--- src/rtl/comp_save_sched.sv ---
// comp_save_sched: round-robin scheduler that reads data2 words out of the
// per-thread computation buffer and hands {thread, data2} to the memory input
// manager over a valid/ready handshake, reporting per-thread completion.
module comp_save_sched #(
    parameter int N_THREADS      = 16,
    parameter int N_THREADS_MSB  = $clog2(N_THREADS) - 1,
    parameter int COMP_DATA2_MSB = 31,
    parameter int QUEUE_DEPTH    = 4
) (
    input  logic                    CLK,
    input  logic                    RST_N,
    input  logic                    req_en,
    input  logic [N_THREADS_MSB:0]  req_thread_num,
    output logic [N_THREADS_MSB:0]  rd_thread_num2,
    input  logic [COMP_DATA2_MSB:0] din2,
    output logic                    out_valid,
    input  logic                    out_ready,
    output logic [N_THREADS_MSB:0]  out_thread_num,
    output logic [COMP_DATA2_MSB:0] out_data,
    output logic                    done_en,
    output logic [N_THREADS_MSB:0]  done_thread_num,
    output logic                    busy,
    output logic                    err
);

    localparam int TW  = N_THREADS_MSB + 1;
    localparam int QAW = $clog2(QUEUE_DEPTH);
    localparam int CW  = QAW + 1;

    typedef logic [TW-1:0] thr_t;

    // Per-thread state: pending = requested, not yet granted;
    // inflight = granted, output not yet accepted. Never both set.
    logic [N_THREADS-1:0]  r_pending;
    logic [N_THREADS-1:0]  r_inflight;
    thr_t                  r_ptr;
    thr_t                  r_rd_thr;
    logic                  r_s1_vld;
    thr_t                  r_s1_thr;
    logic                  r_s2_vld;
    thr_t                  r_s2_thr;
    thr_t                  r_q_thr  [QUEUE_DEPTH];
    logic [COMP_DATA2_MSB:0] r_q_data [QUEUE_DEPTH];
    logic [QAW-1:0]        r_q_wp;
    logic [QAW-1:0]        r_q_rp;
    logic [CW-1:0]         r_q_cnt;
    logic                  r_done_en;
    thr_t                  r_done_thr;
    logic                  r_busy;
    logic                  r_err;

    logic                  w_pop;
    logic                  w_push;
    thr_t                  w_head_thr;
    logic [CW:0]           w_occ;
    logic                  w_credit;
    logic                  w_found;
    thr_t                  w_sel;
    thr_t                  w_cand;
    logic                  w_gnt;
    logic                  w_dup;
    logic [N_THREADS-1:0]  w_pending_nxt;
    logic [N_THREADS-1:0]  w_inflight_nxt;

    assign w_pop      = (r_q_cnt != '0) & out_ready;
    assign w_push     = r_s2_vld;
    assign w_head_thr = r_q_thr[r_q_rp];

    // Every granted-but-unaccepted entry holds a credit, whether it is still
    // in the read pipeline or already queued, so the queue can never overflow.
    assign w_occ    = {1'b0, r_q_cnt} + (CW+1)'(r_s1_vld) + (CW+1)'(r_s2_vld);
    assign w_credit = (w_occ - (CW+1)'(w_pop)) < (CW+1)'(QUEUE_DEPTH);

    // Round-robin search: first pending thread strictly after the pointer, with wrap.
    always_comb begin
        w_found = 1'b0;
        w_sel   = '0;
        w_cand  = '0;
        for (int i = 1; i <= N_THREADS; i++) begin
            w_cand = (r_ptr >= TW'(N_THREADS - i)) ? (r_ptr - TW'(N_THREADS - i))
                                                   : (r_ptr + TW'(i));
            if (!w_found && r_pending[w_cand]) begin
                w_found = 1'b1;
                w_sel   = w_cand;
            end
        end
    end

    assign w_gnt = w_found & w_credit;

    // A request is a duplicate if the thread is still pending or inflight as
    // sampled before this edge, which also covers the grant and done edges.
    assign w_dup = req_en & (r_pending[req_thread_num] | r_inflight[req_thread_num]);

    // Next per-thread state from done, grant and new request.
    always_comb begin
        w_pending_nxt  = r_pending;
        w_inflight_nxt = r_inflight;
        if (w_pop) begin
            w_inflight_nxt[w_head_thr] = 1'b0;
        end
        if (w_gnt) begin
            w_pending_nxt[w_sel]  = 1'b0;
            w_inflight_nxt[w_sel] = 1'b1;
        end
        if (req_en && !w_dup) begin
            w_pending_nxt[req_thread_num] = 1'b1;
        end
    end

    // Thread state, arbiter pointer and the buffer read address.
    always_ff @(posedge CLK or negedge RST_N) begin
        if (!RST_N) begin
            r_pending  <= '0;
            r_inflight <= '0;
            r_ptr      <= TW'(N_THREADS - 1);
            r_rd_thr   <= '0;
        end else begin
            r_pending  <= w_pending_nxt;
            r_inflight <= w_inflight_nxt;
            if (w_gnt) begin
                r_ptr    <= w_sel;
                r_rd_thr <= w_sel;
            end
        end
    end

    // Two-stage tag pipeline matching the buffer's registered read latency.
    always_ff @(posedge CLK or negedge RST_N) begin
        if (!RST_N) begin
            r_s1_vld <= 1'b0;
            r_s1_thr <= '0;
            r_s2_vld <= 1'b0;
            r_s2_thr <= '0;
        end else begin
            r_s1_vld <= w_gnt;
            if (w_gnt) begin
                r_s1_thr <= w_sel;
            end
            r_s2_vld <= r_s1_vld;
            r_s2_thr <= r_s1_thr;
        end
    end

    // Output FIFO; push from stage 2 with the buffer word, pop on handshake.
    always_ff @(posedge CLK or negedge RST_N) begin
        if (!RST_N) begin
            for (int i = 0; i < QUEUE_DEPTH; i++) begin
                r_q_thr[i]  <= '0;
                r_q_data[i] <= '0;
            end
            r_q_wp  <= '0;
            r_q_rp  <= '0;
            r_q_cnt <= '0;
        end else begin
            if (w_push) begin
                r_q_thr[r_q_wp]  <= r_s2_thr;
                r_q_data[r_q_wp] <= din2;
                r_q_wp           <= r_q_wp + QAW'(1);
            end
            if (w_pop) begin
                r_q_rp <= r_q_rp + QAW'(1);
            end
            case ({w_push, w_pop})
                2'b10:   r_q_cnt <= r_q_cnt + CW'(1);
                2'b01:   r_q_cnt <= r_q_cnt - CW'(1);
                default: r_q_cnt <= r_q_cnt;
            endcase
        end
    end

    // Completion pulse, busy summary and sticky duplicate flag.
    always_ff @(posedge CLK or negedge RST_N) begin
        if (!RST_N) begin
            r_done_en  <= 1'b0;
            r_done_thr <= '0;
            r_busy     <= 1'b0;
            r_err      <= 1'b0;
        end else begin
            r_done_en <= w_pop;
            if (w_pop) begin
                r_done_thr <= w_head_thr;
            end
            r_busy <= (|w_pending_nxt) | (|w_inflight_nxt);
            if (w_dup) begin
                r_err <= 1'b1;
            end
        end
    end

    a_no_overflow: assert property (@(posedge CLK) disable iff (!RST_N)
        !(w_push && !w_pop && (r_q_cnt == CW'(QUEUE_DEPTH))));

    assign rd_thread_num2  = r_rd_thr;
    assign out_valid       = (r_q_cnt != '0);
    assign out_thread_num  = out_valid ? r_q_thr[r_q_rp]  : '0;
    assign out_data        = out_valid ? r_q_data[r_q_rp] : '0;
    assign done_en         = r_done_en;
    assign done_thread_num = r_done_thr;
    assign busy            = r_busy;
    assign err             = r_err;

endmodule

--- config.mk ---
export PLATFORM = sky130hd
export DESIGN_NAME = comp_save_sched
export DESIGN_NICKNAME = d
export VERILOG_FILES = /design/src/rtl/comp_save_sched.sv
export SDC_FILE = /design/constraint.sdc
export NUM_CORES = 1
export LEC_CHECK = 0
export CORE_MARGIN = 4
export CORE_UTILIZATION = 60
export CTS_CLUSTER_DIAMETER = 30
export DETAILED_ROUTE_END_ITERATION = 7
export GPL_ROUTABILITY_DRIVEN = 1
export PLACE_DENSITY = 0.81
export SLEW_MARGIN = 15
export SYNTH_ARGS = -nofsm -noshare
export SYNTH_HDL_FRONTEND = slang
export SYNTH_SLANG_ARGS = --single-unit
--- constraint.sdc ---
create_clock -name CLK -period 7.5 [get_ports CLK]
set_input_delay 0.75 -clock CLK [delete_from_list [all_inputs] [get_ports CLK]]
set_output_delay 0.75 -clock CLK [all_outputs]
set_load 0.1 [all_outputs]
==> impl_metrics.tcl <==
set metrics [dict create \
    gp_congestion 1.01 \
    via_count 8933 \
    ys_seq_elements 204 \
    num_rows 51 \
    worstMarginPinSlew_ns 1.08 \
    post_cts_resized 0 \
    ant_nets 0 \
    cts_tree "yes" \
    die_x_um 148 \
    arrival_ns 6.60 \
    finalCritPeriodShare_pct 83.1 \
    finalClockSkew_ns 0.0169 \
    r2r_setup_slack_ns 1.27 \
    grt_pass1_wl_um 52700 \
    synth_edf_count 0 \
    start_util_pct 61.0 \
    drc 0 \
    crit_required_ns 7.87 \
    core-area_sq_um 19400 \
    netlist_top_cells_area "dfrtp_1 42%, mux2_2 16%, mux4_2 13%" \
    ys_seq_area_share_pct 43.2 \
    use_met2_pct 48.4 \
    io_buffers 87 \
    clock-sinks 204 \
    use_met3_pct 6.34 \
    slew_headroom_pct 27.9 \
    grt_max_degree 104 \
    final_layout_size_suffix_gt1_share_pct 31.6 \
    crit_type "reg -> reg" \
    timing.rr.end "busy$_DFF_PN0_" \
    synth.largest_area_cell "dfrtp_1" \
    syn-num-nets 1032 \
    placed_area_sq_um 12900 \
    root_buffer "clkbuf_16" \
    status "finished, final reports clean" \
    dr.pass1.iters 5 \
    hold_buffers 0 \
    finalHoldViolCount 0 \
    worst_r2r_path_depth 13 \
    busiest_layer "met2" \
    worst_slack_ns 1.27 \
    hp-class "in -> async" \
    cts_buffers 38 \
    worst_skew_pair.late_latency_ns 0.52 \
    critPathLaunch "r_ptr[0]$_DFFE_PN1N_" \
    synthFlopType "dfrtp_1" \
    fin_setup_tns_ns 0 \
    die-area_sq_um 22000 \
    overflow 0 \
    synthesis.area_sq_um 11800 \
    use_met1_pct 41.8 \
    clockBufferDepth 3 \
    via_per_inst 6.59 \
    drt-wirelength-per-cell_um 24.2 \
    post_synth.cell_area_avg_sq_um 12.1 \
    worstSetupStartpointType "flip-flop" \
    grt.total_usage_pct 30.5 \
    htreeDepth 2 \
    cts_setup_buffers 0 \
    wirelength_um 32800 \
    clock.fmax_mhz 161 \
    r2r_start "r_ptr[0]$_DFFE_PN1N_" \
    synth_top_area_share_pct 42.3 \
    cp-end-kind "flip-flop" \
    netlist_instances 975 \
    ys_types 81 \
    rsz0062_at_grt "no" \
    async_flop_share_pct 100 \
    antenna_found_initial 0 \
    clk_pin_slew_worst_paths_ns 0.06 \
    first_global_vias 9505 \
    pre_cts_ws_ns 1.45 \
    hpwl_um 21100 \
    max_cap_violations 0 \
    ioPinCount 88 \
    critPathMaxFanout 34 \
    first_iter_violations 906 \
    diodes 0 \
    yosys_warnings 0 \
    syn_to_final_growth_pct 20.4 \
    fin_nets 1118 \
    layout_min_cycle_time_ns 6.23 \
    die_h_um 148 \
    drv_slew 0 \
    crit_path_end "busy$_DFF_PN0_" \
    setup_violations 0 \
    fin_area_sq_um 14200 \
]
[cells in the mapped netlist, types with 4 or more instances]
cell type,count
a211oi_1,6
a21o_1,7
a21oi_1,22
a22o_1,6
a31oi_1,4
and2_1,42
and3_1,9
buf_1,7
buf_2,11
buf_6,4
clkbuf_1,30
dfrtp_1,200
dfstp_2,4
ha_1,16
inv_1,23
mux2_2,163
mux2i_1,18
mux4_2,66
nand2_1,68
nand2b_1,13
nand3_1,14
nand3b_1,7
nand4_1,13
nor2_1,43
nor3_1,8
o211ai_1,6
o21ai_0,40
o2bb2ai_1,4
o31ai_1,11
o41a_1,4
o41ai_1,10
or2_2,9
or3_1,5
xnor2_1,12
xor2_1,5
[worst min-delay path by stage]
stage / from / slack, ns / cells past startpoint / endpoint
2_1_floorplan: r_s1_vld$_DFF_PN0_ / 0.35 / 0 / r_s2_vld$_DFF_PN0_
5_1_grt: RST_N / 0.38 / 1 / r_q_data[83]$_DFFE_PN0P_
4_1_cts: RST_N / 0.34 / 1 / r_q_data[83]$_DFFE_PN0P_
3_5_place_dp: r_s1_thr[0]$_DFFE_PN0N_ / 0.39 / 0 / r_s2_thr[0]$_DFF_PN0_
6_report: RST_N / 0.29 / 1 / r_q_data[18]$_DFFE_PN0P_
3_3_place_gp: r_s1_thr[0]$_DFFE_PN0N_ / 0.39 / 0 / r_s2_thr[0]$_DFF_PN0_
[worst max-delay path, stage by stage (launching register included)]
cell and delay [ns]:
dfstp_2 1.05, inv_1 0.29, ha_1 0.89, mux4_2 0.46, mux2_2 0.32, mux2_4 0.32
nor4_4 0.55, nand3_2 0.23, o21a_1 0.29, o21bai_1 0.81, nand4_1 0.26, o2bb2ai_1 0.22
nor4_1 0.28, nand4_1 0.11
[cell families after synthesis]
| group | share of synthesized area, % |
|---|---|
| XOR/XNOR | 1.26 |
| AO/OA/AOI/OAI | 9.23 |
| buffers and inverters | 2.81 |
| flip-flops | 43.2 |
| adder cells (fa/ha/maj) | 1.86 |
| AND/OR/NAND/NOR | 11.7 |
| multiplexers | 30.0 |
[registers in the layout, indices dropped and copies added (netlist names), 4 cells and up]
signal,flops
r_q_data,128
r_inflight,16
r_pending,16
r_q_thr,16
done_thread_num,4
r_ptr,4
r_s1_thr,4
r_s2_thr,4
[area by class of cell]
class | instances | area (sq um)
clock inverters | 28 | 352
inverters | 23 | 86.3
repair buffers | 99 | 965
multi-input cells | 695 | 6390
well taps | 265 | 332
flip-flops and latches | 204 | 5110
fillers | 1260 | 5150
clock buffers | 42 | 1010
[cells in the final DEF, fill, tap and decap left out, types with 10 or more instances in the layout]
cell,instances
nand3_1,14
o21ai_0,40
buf_4,12
o41ai_1,10
nand2b_1,13
a21oi_1,22
o31ai_1,11
clkbuf_16,39
dfrtp_1,199
mux2_2,163
clkdlybuf4s50_1,86
and2_1,42
nand4_1,13
mux4_2,66
nor2_1,43
mux2i_1,18
xnor2_1,12
nand2_1,66
inv_1,23
ha_1,16
[per-stage QoR]
| step | cells | util, % | hold WS [ns] |
|---|---|---|---|
| after floorplan | 975 | - | 0.354 |
| after global placement | 1286 | 66.4 | 0.391 |
| after detailed placement | 1286 | 66.4 | 0.395 |
| after CTS | 1356 | 73.4 | 0.341 |
| after global routing | 1356 | 73.4 | 0.377 |
| final | 1356 | 73.4 | 0.286 |
[routing by layer]
layer  vias up  share of wire, %
met4         0               3.3
met2       477                48
met1      4506                41
met5         -                 0
met3        85               8.1
li1       3865                 -
Power is not shown: default switching activity piles up to over one toggle a cycle in this logic, so the estimate is an artifact.
